===== config.mk =====
export PLATFORM = sky130hd
export DESIGN_NAME = expr_sig_compactor
export DESIGN_NICKNAME = d
export VERILOG_FILES = /design/src/rtl/expr_sig_compactor.sv
export SDC_FILE = /design/constraint.sdc
export NUM_CORES = 1
export LEC_CHECK = 0
export ABC_AREA = 1
export BUFFER_PORTS_ARGS = -buffer_cell sky130_fd_sc_hd__clkbuf_2
export CORE_UTILIZATION = 30
export DETAILED_ROUTE_END_ITERATION = 7
export PLACE_DENSITY = 0.49
export SYNTH_ARGS = -nofsm -noshare
export SYNTH_HDL_FRONTEND = slang
export SYNTH_SLANG_ARGS = --single-unit

===== constraint.sdc =====
create_clock -name clk -period 7.05 [get_ports clk]
set_input_delay 0.3525 -clock clk [delete_from_list [all_inputs] [get_ports clk]]
set_output_delay 0.3525 -clock clk [all_outputs]
set_load 0.01 [all_outputs]

===== src/rtl/expr_sig_compactor.sv =====
// MISR signature compactor for 90-bit expression results, with a pass/fail compare at end of run.
// Optional stall watchdog enabled by defining EXPR_SIG_STALL_CHECK_EN.
module expr_sig_compactor #(
  parameter logic [31:0] SEED  = 32'hFFFF_FFFF,
  parameter logic [31:0] POLY  = 32'h04C1_1DB7,
  parameter int          CNT_W = 16
) (
  input  logic             clk,
  input  logic             reset,
  input  logic             start,
  input  logic [CNT_W-1:0] num_vec,
  input  logic [31:0]      golden,
  input  logic             in_valid,
  input  logic [89:0]      in_y,
  output logic             in_ready,
  output logic             busy,
  output logic             done,
  output logic             pass,
  output logic [31:0]      sig,
  output logic [CNT_W-1:0] vec_cnt,
  output logic             timeout
);

  typedef enum logic [1:0] {S_IDLE, S_ACCUM, S_DONE} state_t;

  state_t           state_q, state_d;
  logic [31:0]      sig_q, sig_d;
  logic [CNT_W-1:0] vec_cnt_q, vec_cnt_d;
  logic [CNT_W-1:0] num_vec_q, num_vec_d;
  logic [31:0]      golden_q, golden_d;
  logic [CNT_W-1:0] cnt_inc;
  logic             accept;
  logic             start_ok;

  function automatic logic [31:0] fold(input logic [89:0] y);
    fold = y[31:0] ^ y[63:32] ^ {6'b0, y[89:64]};
  endfunction

  function automatic logic [31:0] misr_step(input logic [31:0] s, input logic [31:0] f);
    misr_step = {s[30:0], 1'b0} ^ (s[31] ? POLY : 32'h0) ^ f;
  endfunction

`ifdef EXPR_SIG_STALL_CHECK_EN
  localparam logic [9:0] IDLE_MAX = 10'd1023;
  logic [9:0] idle_q, idle_d;
  logic       timeout_q, timeout_d;
`endif

  assign accept   = in_valid && (state_q == S_ACCUM);
  assign start_ok = start && (state_q != S_ACCUM);
  assign cnt_inc  = vec_cnt_q + {{(CNT_W-1){1'b0}}, 1'b1};

  always_comb begin
    state_d   = state_q;
    sig_d     = sig_q;
    vec_cnt_d = vec_cnt_q;
    num_vec_d = num_vec_q;
    golden_d  = golden_q;
`ifdef EXPR_SIG_STALL_CHECK_EN
    idle_d    = idle_q;
    timeout_d = timeout_q;
`endif
    if (start_ok) begin
      sig_d     = SEED;
      vec_cnt_d = '0;
      num_vec_d = num_vec;
      golden_d  = golden;
      state_d   = (num_vec == '0) ? S_DONE : S_ACCUM;
`ifdef EXPR_SIG_STALL_CHECK_EN
      idle_d    = '0;
      timeout_d = 1'b0;
`endif
    end else if (state_q == S_ACCUM) begin
      if (accept) begin
        sig_d     = misr_step(sig_q, fold(in_y));
        vec_cnt_d = cnt_inc;
        if (cnt_inc == num_vec_q) state_d = S_DONE;
`ifdef EXPR_SIG_STALL_CHECK_EN
        idle_d    = '0;
      end else if (idle_q == IDLE_MAX) begin
        // Upstream has gone silent: abandon the run with a failing result.
        state_d   = S_DONE;
        timeout_d = 1'b1;
      end else begin
        idle_d    = idle_q + 10'd1;
`endif
      end
    end
  end

  always_ff @(posedge clk) begin
    if (reset) begin
      state_q   <= S_IDLE;
      sig_q     <= SEED;
      vec_cnt_q <= '0;
`ifdef EXPR_SIG_STALL_CHECK_EN
      idle_q    <= '0;
      timeout_q <= 1'b0;
`endif
    end else begin
      state_q   <= state_d;
      sig_q     <= sig_d;
      vec_cnt_q <= vec_cnt_d;
`ifdef EXPR_SIG_STALL_CHECK_EN
      idle_q    <= idle_d;
      timeout_q <= timeout_d;
`endif
    end
  end

  // Run parameters are only meaningful after a start, so they carry no reset.
  always_ff @(posedge clk) begin
    num_vec_q <= num_vec_d;
    golden_q  <= golden_d;
  end

`ifdef EXPR_SIG_STALL_CHECK_EN
  assign timeout = timeout_q;
`else
  assign timeout = 1'b0;
`endif

  assign in_ready = (state_q == S_ACCUM);
  assign busy     = (state_q == S_ACCUM);
  assign done     = (state_q == S_DONE);
  assign pass     = done && (sig_q == golden_q) && !timeout;
  assign sig      = sig_q;
  assign vec_cnt  = vec_cnt_q;

endmodule

==> run_results.csv, run 1 <==
group,metric,value,unit
place,post-place-ws,3.90,ns
setup_path,slowest_stage,"nor2_1",
cts,cts_hold_buf,0,
layout,fin_cells,1017,
cts,cts_tree,"yes",
sta,period_share,44.8,%
cts,cts-resized-gates,0,
grt,antenna_found_initial,0,
grt,grt_max_degree,77,
outcome,status,"finished clean",
layout,antennaDiodeCount,0,
routing,drt-initial-drc-count,198,
logic_synthesis,synth-async-reset-ratio,0,%
floorplan,rows,48,
layout,final_common_cell,"clkbuf_2",
cts,cts.htree.levels,3,
grt,first_global_vias,4529,
logic_synthesis,synthesis.area,0.00531,sq mm
floorplan,coreArea,0.0173,sq mm
sta,relSlewSlack,22.9,%
logic_synthesis,synthFlopType,"dfxtp_1",
min_path,hold_end,"golden_q[18]",
cts,cts_buffers,9,
routing,first_pass_iters,4,
sta,fmax,0.317,GHz
sta,period_needed,3.16,ns
grt,grt_use_total,17.2,%
setup_path,required,7.23,ns
layout,final_core_utilization,39.3,%
min_path,hp-class,"in -> reg",
sta,slew_violations,0,
setup_path,crit_chain,"inv_1, nand2_1, nand2_1, inv_2, buf_4, nor2_1, inv_2, a21oi_1, o21ai_0",
setup_path,startpoint_type,"flop",
routing,vias,4648,
routing,detail-route-antenna-nets,0,
cts,cts.sinks,98,
logic_synthesis,netlist_instances,598,
place,dp_hpwl,11700,um
sta,clock_skew,0.00644,ns
power_and_ir_drop,leakage,0.00305,uW
floorplan,io_pins,195,
layout,fill_cells,1769,
power_and_ir_drop,peakVddDrop,0.152,mV
logic_synthesis,yosysSeqAreaShare,46.0,%
setup_path,reg2reg_depth,9,
floorplan,die_area,0.0182,sq mm
logic_synthesis,yosys_register_bits,98,
cts,clockBufferDepth,2,
logic_synthesis,synth-edff-count,48,
setup_path,reg2reg_slack,3.89,ns
sta,worst_slack,3.89,ns
floorplan,start_util,30.7,%
layout,seqCellArea,0.00244,sq mm
routing,wl_per_cell,14.9,um
logic_synthesis,synth_cell_type_count,37,
routing,avgViaCountPerCell,4.57,
layout,multiInputGateArea,0.00252,sq mm
sta,tns,0,ns
setup_path,reg2reg_to,"sig[0]",
layout,nets,930,
sta,worst_slew_pin_slew,1.15,ns
setup_path,r2r_start,"state_q[1]",
min_path,hold_depth,1,
layout,syn_to_final_growth,27.9,%
min_path,hold_start,"golden[18]",
sta,hold_viol_final,0,
cts,clock_latency,0.35,ns
setup_path,path_max_fanout,50,
setup_path,crit_path_max_incr_delay,0.94,ns
place,dp.cells,1001,
sta,grt_setup_unrepaired,"no",
sta,setup_viol,0,
logic_synthesis,post_synth.cell_area_avg,8.88,sq um
logic_synthesis,synth_nets,741,
layout,final_cell_mix,"193 x clkbuf_2, 86 x nand2_1, 72 x xnor2_1, 66 x inv_1, 50 x dfxtp_1",
setup_path,arrival,3.34,ns
routing,drc_errors,0,
place,port_buffers,193,
layout,drive_gt1_share,30.4,%
cts,cts_root_buffer,"clkbuf_16",
setup_path,path_class,"reg -> reg",
grt,grt_pass1_wl,23400,um
logic_synthesis,ys.warnings.count,0,
place,place.gp.congestion,0.866,
sta,holdWs,0.174,ns
floorplan,die_w,135,um
cts,clk_pin_slew_worst_paths,0.07,ns
setup_path,end_kind,"flop",
flow_run,cap_violations,0,
grt,grt_overflow,0,
cts,cts_setup_buffers,0,
power_and_ir_drop,p_per_area,202,mW/mm^2
floorplan,dieHeight,135,um
routing,drt-total-wl,15200,um
metal layers:
| layer | global-route usage, % | routed length [um] | vias to the layer above |
|---|---|---|---|
| met5 | 0 | 0 | - |
| met4 | 5.12 | 257 | 0 |
| met3 | 4.35 | 950 | 16 |
| met2 | 30.6 | 7610 | 155 |
| met1 | 20.1 | 6340 | 2104 |
| li1 | - | - | 2373 |
power by group:
part | switching, uW | internal, uW | total (uW)
sequential | 24.6 | 631 | 656
combinational | 114 | 100 | 214
clock | 215 | 285 | 500
total | 354 | 1020 | 1370
cell type report:
class | instances | share of cell area (%)
clock buffers | 11 | 3.57
flip-flops and latches | 98 | 36.0
multi-input cells | 412 | 37.2
clock inverters | 5 | 0.792
inverters | 71 | 3.92
well taps | 225 | 4.14
repair buffers | 195 | 14.4
worst max-delay path, delay by kind of cell (launching register included):
kind | cells | cell delay (ns)
buf+inv | 4 | 1.06
compound gates | 2 | 0.39
simple gates | 3 | 1.23
flops | 1 | 0.31
Yosys cell counts, types with 7 or more instances:
cell type  number  share of area (%)
nand2_1        86                6.1
xnor2_1        72                 12
inv_1          68                4.8
dfxtp_1        50                 19
edfxtp_1       48                 27
o21ai_0        48                4.5
a21oi_1        46                4.3
xor2_1         35                5.8
nand3_1        32                3.0
nor2_1         17                1.2
o22ai_1        10                1.2
clkbuf_1        9               0.64
nor4_1          8               0.94
nand4_1         7               0.82
worst max-delay path by stage:
stage          startpoint      end  slack, ns  cells after the start
2_1_floorplan  state_q[1]  sig[10]       4.71                      9
3_3_place_gp   state_q[1]  sig[18]       3.99                      9
3_5_place_dp   state_q[1]   sig[8]       3.90                      9
4_1_cts        state_q[1]   sig[0]       3.88                      9
5_1_grt        state_q[1]   sig[2]       3.59                      9
6_report       state_q[1]   sig[0]       3.89                      9
cell families (layout without fill, tap and decap cells):
| kind of cell | Yosys count | count (layout) | share of synthesized area [%] |
|---|---|---|---|
| xor+xnor | 107 | 107 | 17.6 |
| simple gates | 180 | 180 | 16.5 |
| fa+ha+maj | 1 | 1 | 0.236 |
| compound gates | 123 | 123 | 13.1 |
| flops | 98 | 98 | 46.0 |
| other cells | 1 | 1 | 0.0706 |
| buf+inv | 88 | 282 | 6.46 |
metrics by stage:
stage,total power [uW],instance area (sq um)
floorplan,792,5310
global route,1440,6790
detailed placement,886,6500
CTS,1390,6790
finish,1370,6790
global placement,883,6500
state kept, by name (all words and copies together), names as in the netlist:
register and count:
golden_q 32, num_vec_q 16, sig 32, state_q 2, vec_cnt 16
(Power assumes the default switching activity.)
==> inputs of run 2 (changes only) <==
- PLACE_DENSITY: 0.49 -> 0.51
- clock period: 7.05 -> 2.58 ns (I/O delays scaled with it)
==> run_results.csv, run 2 (synthesized netlist as in run 1, its figures left out) <==
group,metric,value,unit
routing,first_pass_iters,4,
setup_path,crit_path_max_incr_delay,0.50,ns
setup_path,cp_num_buf_inv,2,
layout,drive_gt1_share,29.2,%
cts,cts.sinks,98,
routing,drt-total-wl,15200,um
min_path,hp-class,"in -> reg",
setup_path,cp_top_family,"buffers and inverters",
sta,worst_slew_pin_slew,1.13,ns
floorplan,start_util,30.7,%
sta,worst_slack,0.235,ns
grt,grt_use_total,17.6,%
place,port_buffers,193,
sta,period_share,90.9,%
power_and_ir_drop,leakage,0.00326,uW
layout,syn_to_final_growth,37.5,%
sta,slew_violations,0,
floorplan,io_pins,195,
routing,drt-initial-drc-count,178,
sta,fmax,0.426,GHz
sta,relSlewSlack,24.7,%
grt,grt_overflow,0,
setup_path,reg2reg_slack,0.68,ns
grt,antenna_found_initial,0,
cts,cts_setup_buffers,0,
floorplan,rows,48,
routing,detail-route-antenna-nets,0,
floorplan,die_w,135,um
setup_path,path_class,"reg -> out",
cts,clk_pin_slew_worst_paths,0.07,ns
sta,holdWs,0.0286,ns
grt,first_global_vias,4550,
setup_path,end_kind,"output port",
routing,avgViaCountPerCell,4.40,
layout,final_cell_mix,"193 x clkbuf_2, 86 x nand2_1, 72 x xnor2_1, 66 x inv_1, 50 x dfxtp_1",
grt,grt_max_degree,77,
sta,period_needed,2.34,ns
cts,cts_tree,"yes",
power_and_ir_drop,peakVddDrop,0.296,mV
cts,clock_latency,0.36,ns
setup_path,crit_chain,"clkinvlp_4, a221oi_1, nand3_1, nor4_1, clkbuf_2",
power_and_ir_drop,p_per_area,518,mW/mm^2
cts,clockBufferDepth,2,
setup_path,path_max_fanout,8,
routing,wl_per_cell,14.2,um
layout,antennaDiodeCount,0,
setup_path,required,2.45,ns
layout,nets,981,
floorplan,dieHeight,135,um
layout,final_common_cell,"clkbuf_2",
setup_path,slowest_stage,"dfxtp_1",
cts,cts_root_buffer,"clkbuf_16",
place,dp_hpwl,11700,um
flow_run,cap_violations,0,
outcome,status,"finished clean",
place,post-place-ws,0.490,ns
setup_path,startpoint_type,"flop",
sta,grt_setup_unrepaired,"no",
setup_path,arrival,2.22,ns
cts,cts.htree.levels,3,
sta,tns,0,ns
sta,hold_viol_final,0,
floorplan,die_area,0.0182,sq mm
sta,setup_viol,0,
grt,grt_pass1_wl,23800,um
sta,clock_skew,0.0117,ns
routing,vias,4697,
place,place.gp.congestion,0.879,
floorplan,coreArea,0.0173,sq mm
cts,cts_buffers,9,
routing,drc_errors,0,
==> run 2: path summary, 6_finish.rpt <==
kind	from	to	cells past startpoint
worst max-delay path	sig[31]	pass	5
worst min-delay path	num_vec[0]	num_vec_q[0]	1
worst max register to register	state_q[1]	sig[17]	6
worst min register to register	state_q[0]	state_q[0]	2
==> run 2: repair_timing <==
action	CTS	global route
endpoints found under the setup margin	0	1
resized for setup	0	1
hold buffers	48	0
endpoints found under the hold margin	49	0
==> run 2: cell type report <==
type	instances	area, sq um
fill	1761	10000
inverter	71	270
clock inverter	6	57.6
clock buffer	10	239
tap	225	282
timing repair buffer	246	1480
sequential	98	2440
multi-input combinational	412	2520
==> run 2: where the power goes <==
group	internal, uW	switching [uW]	total, uW
clock	701	645	1350
combinational	324	318	642
sequential	1720	67.6	1790
==> run 2: routing by layer <==
layer	part of all wire (%)	track usage (%)	routed length, um	vias to the layer above
li1	-	-	-	2478
met2	50	31.0	7530	145
met4	1.7	6.93	260	0
met3	5.9	4.02	897	14
met5	0	0	0	-
met1	43	20.6	6500	2060
==> run 2: per-stage QoR <==
| step | utilization (%) | std cells | cell area, sq um | power, uW |
|---|---|---|---|---|
| 6_report | 42.2 | 1068 | 7300 | 3780 |
| 5_1_grt | 42.2 | 1068 | 7300 | 3960 |
| 4_1_cts | 42.2 | 1068 | 7300 | 3840 |
| 3_5_place_dp | 37.7 | 1004 | 6520 | 2420 |
| 3_3_place_gp | 37.7 | 1004 | 6520 | 2420 |
| 2_1_floorplan | - | 598 | 5310 | 2160 |
==> inputs of run 3 (changes only) <==
- CAP_MARGIN: default -> 10
- CORE_ASPECT_RATIO: default -> 1.75
- SETUP_SLACK_MARGIN: default -> 0.05
==> run_results.csv, run 3 (synthesized netlist as in run 1, its figures left out) <==
group,metric,value,unit
setup_path,crit_chain,"or2_2, a221oi_1, nand3_1, nor4_1, clkbuf_2",
routing,first_pass_iters,5,
layout,fin_cells,1073,
sta,holdWs,0.0147,ns
floorplan,dieHeight,178,um
sta,hold_viol_final,0,
setup_path,reg2reg_depth,13,
routing,drt-initial-drc-count,159,
grt,grt_max_degree,77,
sta,worst_slew_pin_slew,1.13,ns
layout,final_cell_mix,"193 x clkbuf_2, 86 x nand2_1, 72 x xnor2_1, 66 x inv_1, 50 x dfxtp_1",
sta,period_share,88.5,%
flow_run,cap_violations,0,
power_and_ir_drop,leakage,0.00325,uW
floorplan,start_util,30.6,%
setup_path,crit_path_max_incr_delay,0.43,ns
sta,setup_viol,0,
place,port_buffers,193,
floorplan,io_pins,195,
routing,drc_errors,0,
sta,relSlewSlack,24.3,%
grt,grt_pass1_wl,23800,um
sta,slew_violations,0,
setup_path,required,2.45,ns
min_path,hp-class,"in -> reg",
min_path,hold_depth,1,
grt,first_global_vias,4647,
place,dp.cells,1010,
place,post-place-ws,0.505,ns
sta,period_needed,2.28,ns
place,place.gp.congestion,0.781,
layout,fill_cells,1806,
routing,vias,4838,
setup_path,slowest_stage,"a221oi_1",
cts,cts.htree.levels,3,
sta,worst_slack,0.298,ns
grt,antenna_found_initial,0,
cts,cts_root_buffer,"clkbuf_16",
setup_path,arrival,2.15,ns
routing,drt-total-wl,16000,um
cts,cts_tree,"yes",
cts,clk_pin_slew_worst_paths,0.07,ns
floorplan,die_area,0.0183,sq mm
setup_path,startpoint_type,"flop",
sta,grt_setup_unrepaired,"no",
routing,detail-route-antenna-nets,0,
setup_path,end_kind,"output port",
setup_path,cp_num_buf_inv,1,
sta,fmax,0.438,GHz
layout,drive_gt1_share,29.1,%
cts,clockBufferDepth,2,
layout,final_common_cell,"clkbuf_2",
cts,cts.sinks,98,
setup_path,cp_num_cells,5,
sta,tns,0,ns
setup_path,path_max_fanout,2,
outcome,status,"finished clean",
layout,nets,980,
floorplan,rows,64,
cts,clock_latency,0.35,ns
routing,avgViaCountPerCell,4.51,
layout,antennaDiodeCount,0,
routing,wl_per_cell,14.9,um
layout,syn_to_final_growth,37.3,%
setup_path,cp_top_family,"simple AND/OR/NAND/NOR gates",
layout,final_core_utilization,42.0,%
power_and_ir_drop,p_per_area,520,mW/mm^2
power_and_ir_drop,peakVddDrop,0.301,mV
cts,cts_buffers,9,
setup_path,path_class,"reg -> out",
floorplan,die_w,103,um
sta,clock_skew,0.0109,ns
floorplan,coreArea,0.0174,sq mm
grt,grt_use_total,18.0,%
grt,grt_overflow,0,
place,dp_hpwl,12500,um
cts,cts_setup_buffers,0,
[run 3: changes by cell type in the layout (fill, tap and decap cells not counted), sizes merged]
cell,delta
dlygate4sd3,-1
inv,+1
clkinv,-1
[run 3: timing repair]
item / 4_1_cts / 5_1_grt
endpoints found under the hold margin: 47 / 0
hold buffers: 47 / 0
resized for setup: 0 / 0
[run 3: metrics by stage]
step	total power (uW)	instance area (sq um)
after CTS	3830	7290
final	3790	7290
after global placement	2430	6530
after global routing	3950	7290
after detailed placement	2430	6530
after floorplan	2160	5310
[run 3: worst reg2reg max path, delay by kind of cell, from the launching register on]
family                   cells  cell delay [ns]
adder cells (fa/ha/maj)      1             0.27
AND/OR/NAND/NOR             11             1.21
AO/OA/AOI/OAI                1             0.11
flip-flops                   1             0.41
[run 3: cell type report]
cell class | instances | area [sq um] | area share [%]
clock inverter | 6 | 56.3 | 0.772
tap | 231 | 289 | 3.96
clock buffer | 10 | 239 | 3.28
multi-input combinational | 412 | 2520 | 34.6
inverter | 71 | 267 | 3.65
sequential | 98 | 2440 | 33.5
timing repair buffer | 245 | 1470 | 20.2
[run 3: path summary, 6_finish.rpt]
check	startpoint	end	slack (ns)
setup reg to reg	vec_cnt[1]	state_q[1]	0.54
setup / recovery	golden_q[30]	pass	0.30
hold / removal	num_vec[5]	num_vec_q[5]	0.01
hold reg to reg	state_q[1]	state_q[1]	0.50
[run 3: layer usage]
layer	track usage (%)	vias up	routed length, um
met1	17.7	2204	5710
met5	0	-	0
met4	6.67	0	377
li1	-	2482	-
met2	36.1	137	9260
met3	2.63	15	661
[run 3: where the power goes]
group / switching (uW) / internal, uW / total [uW]
Combinational: 322 / 324 / 646
Sequential: 66.9 / 1720 / 1790
Clock: 649 / 703 / 1350
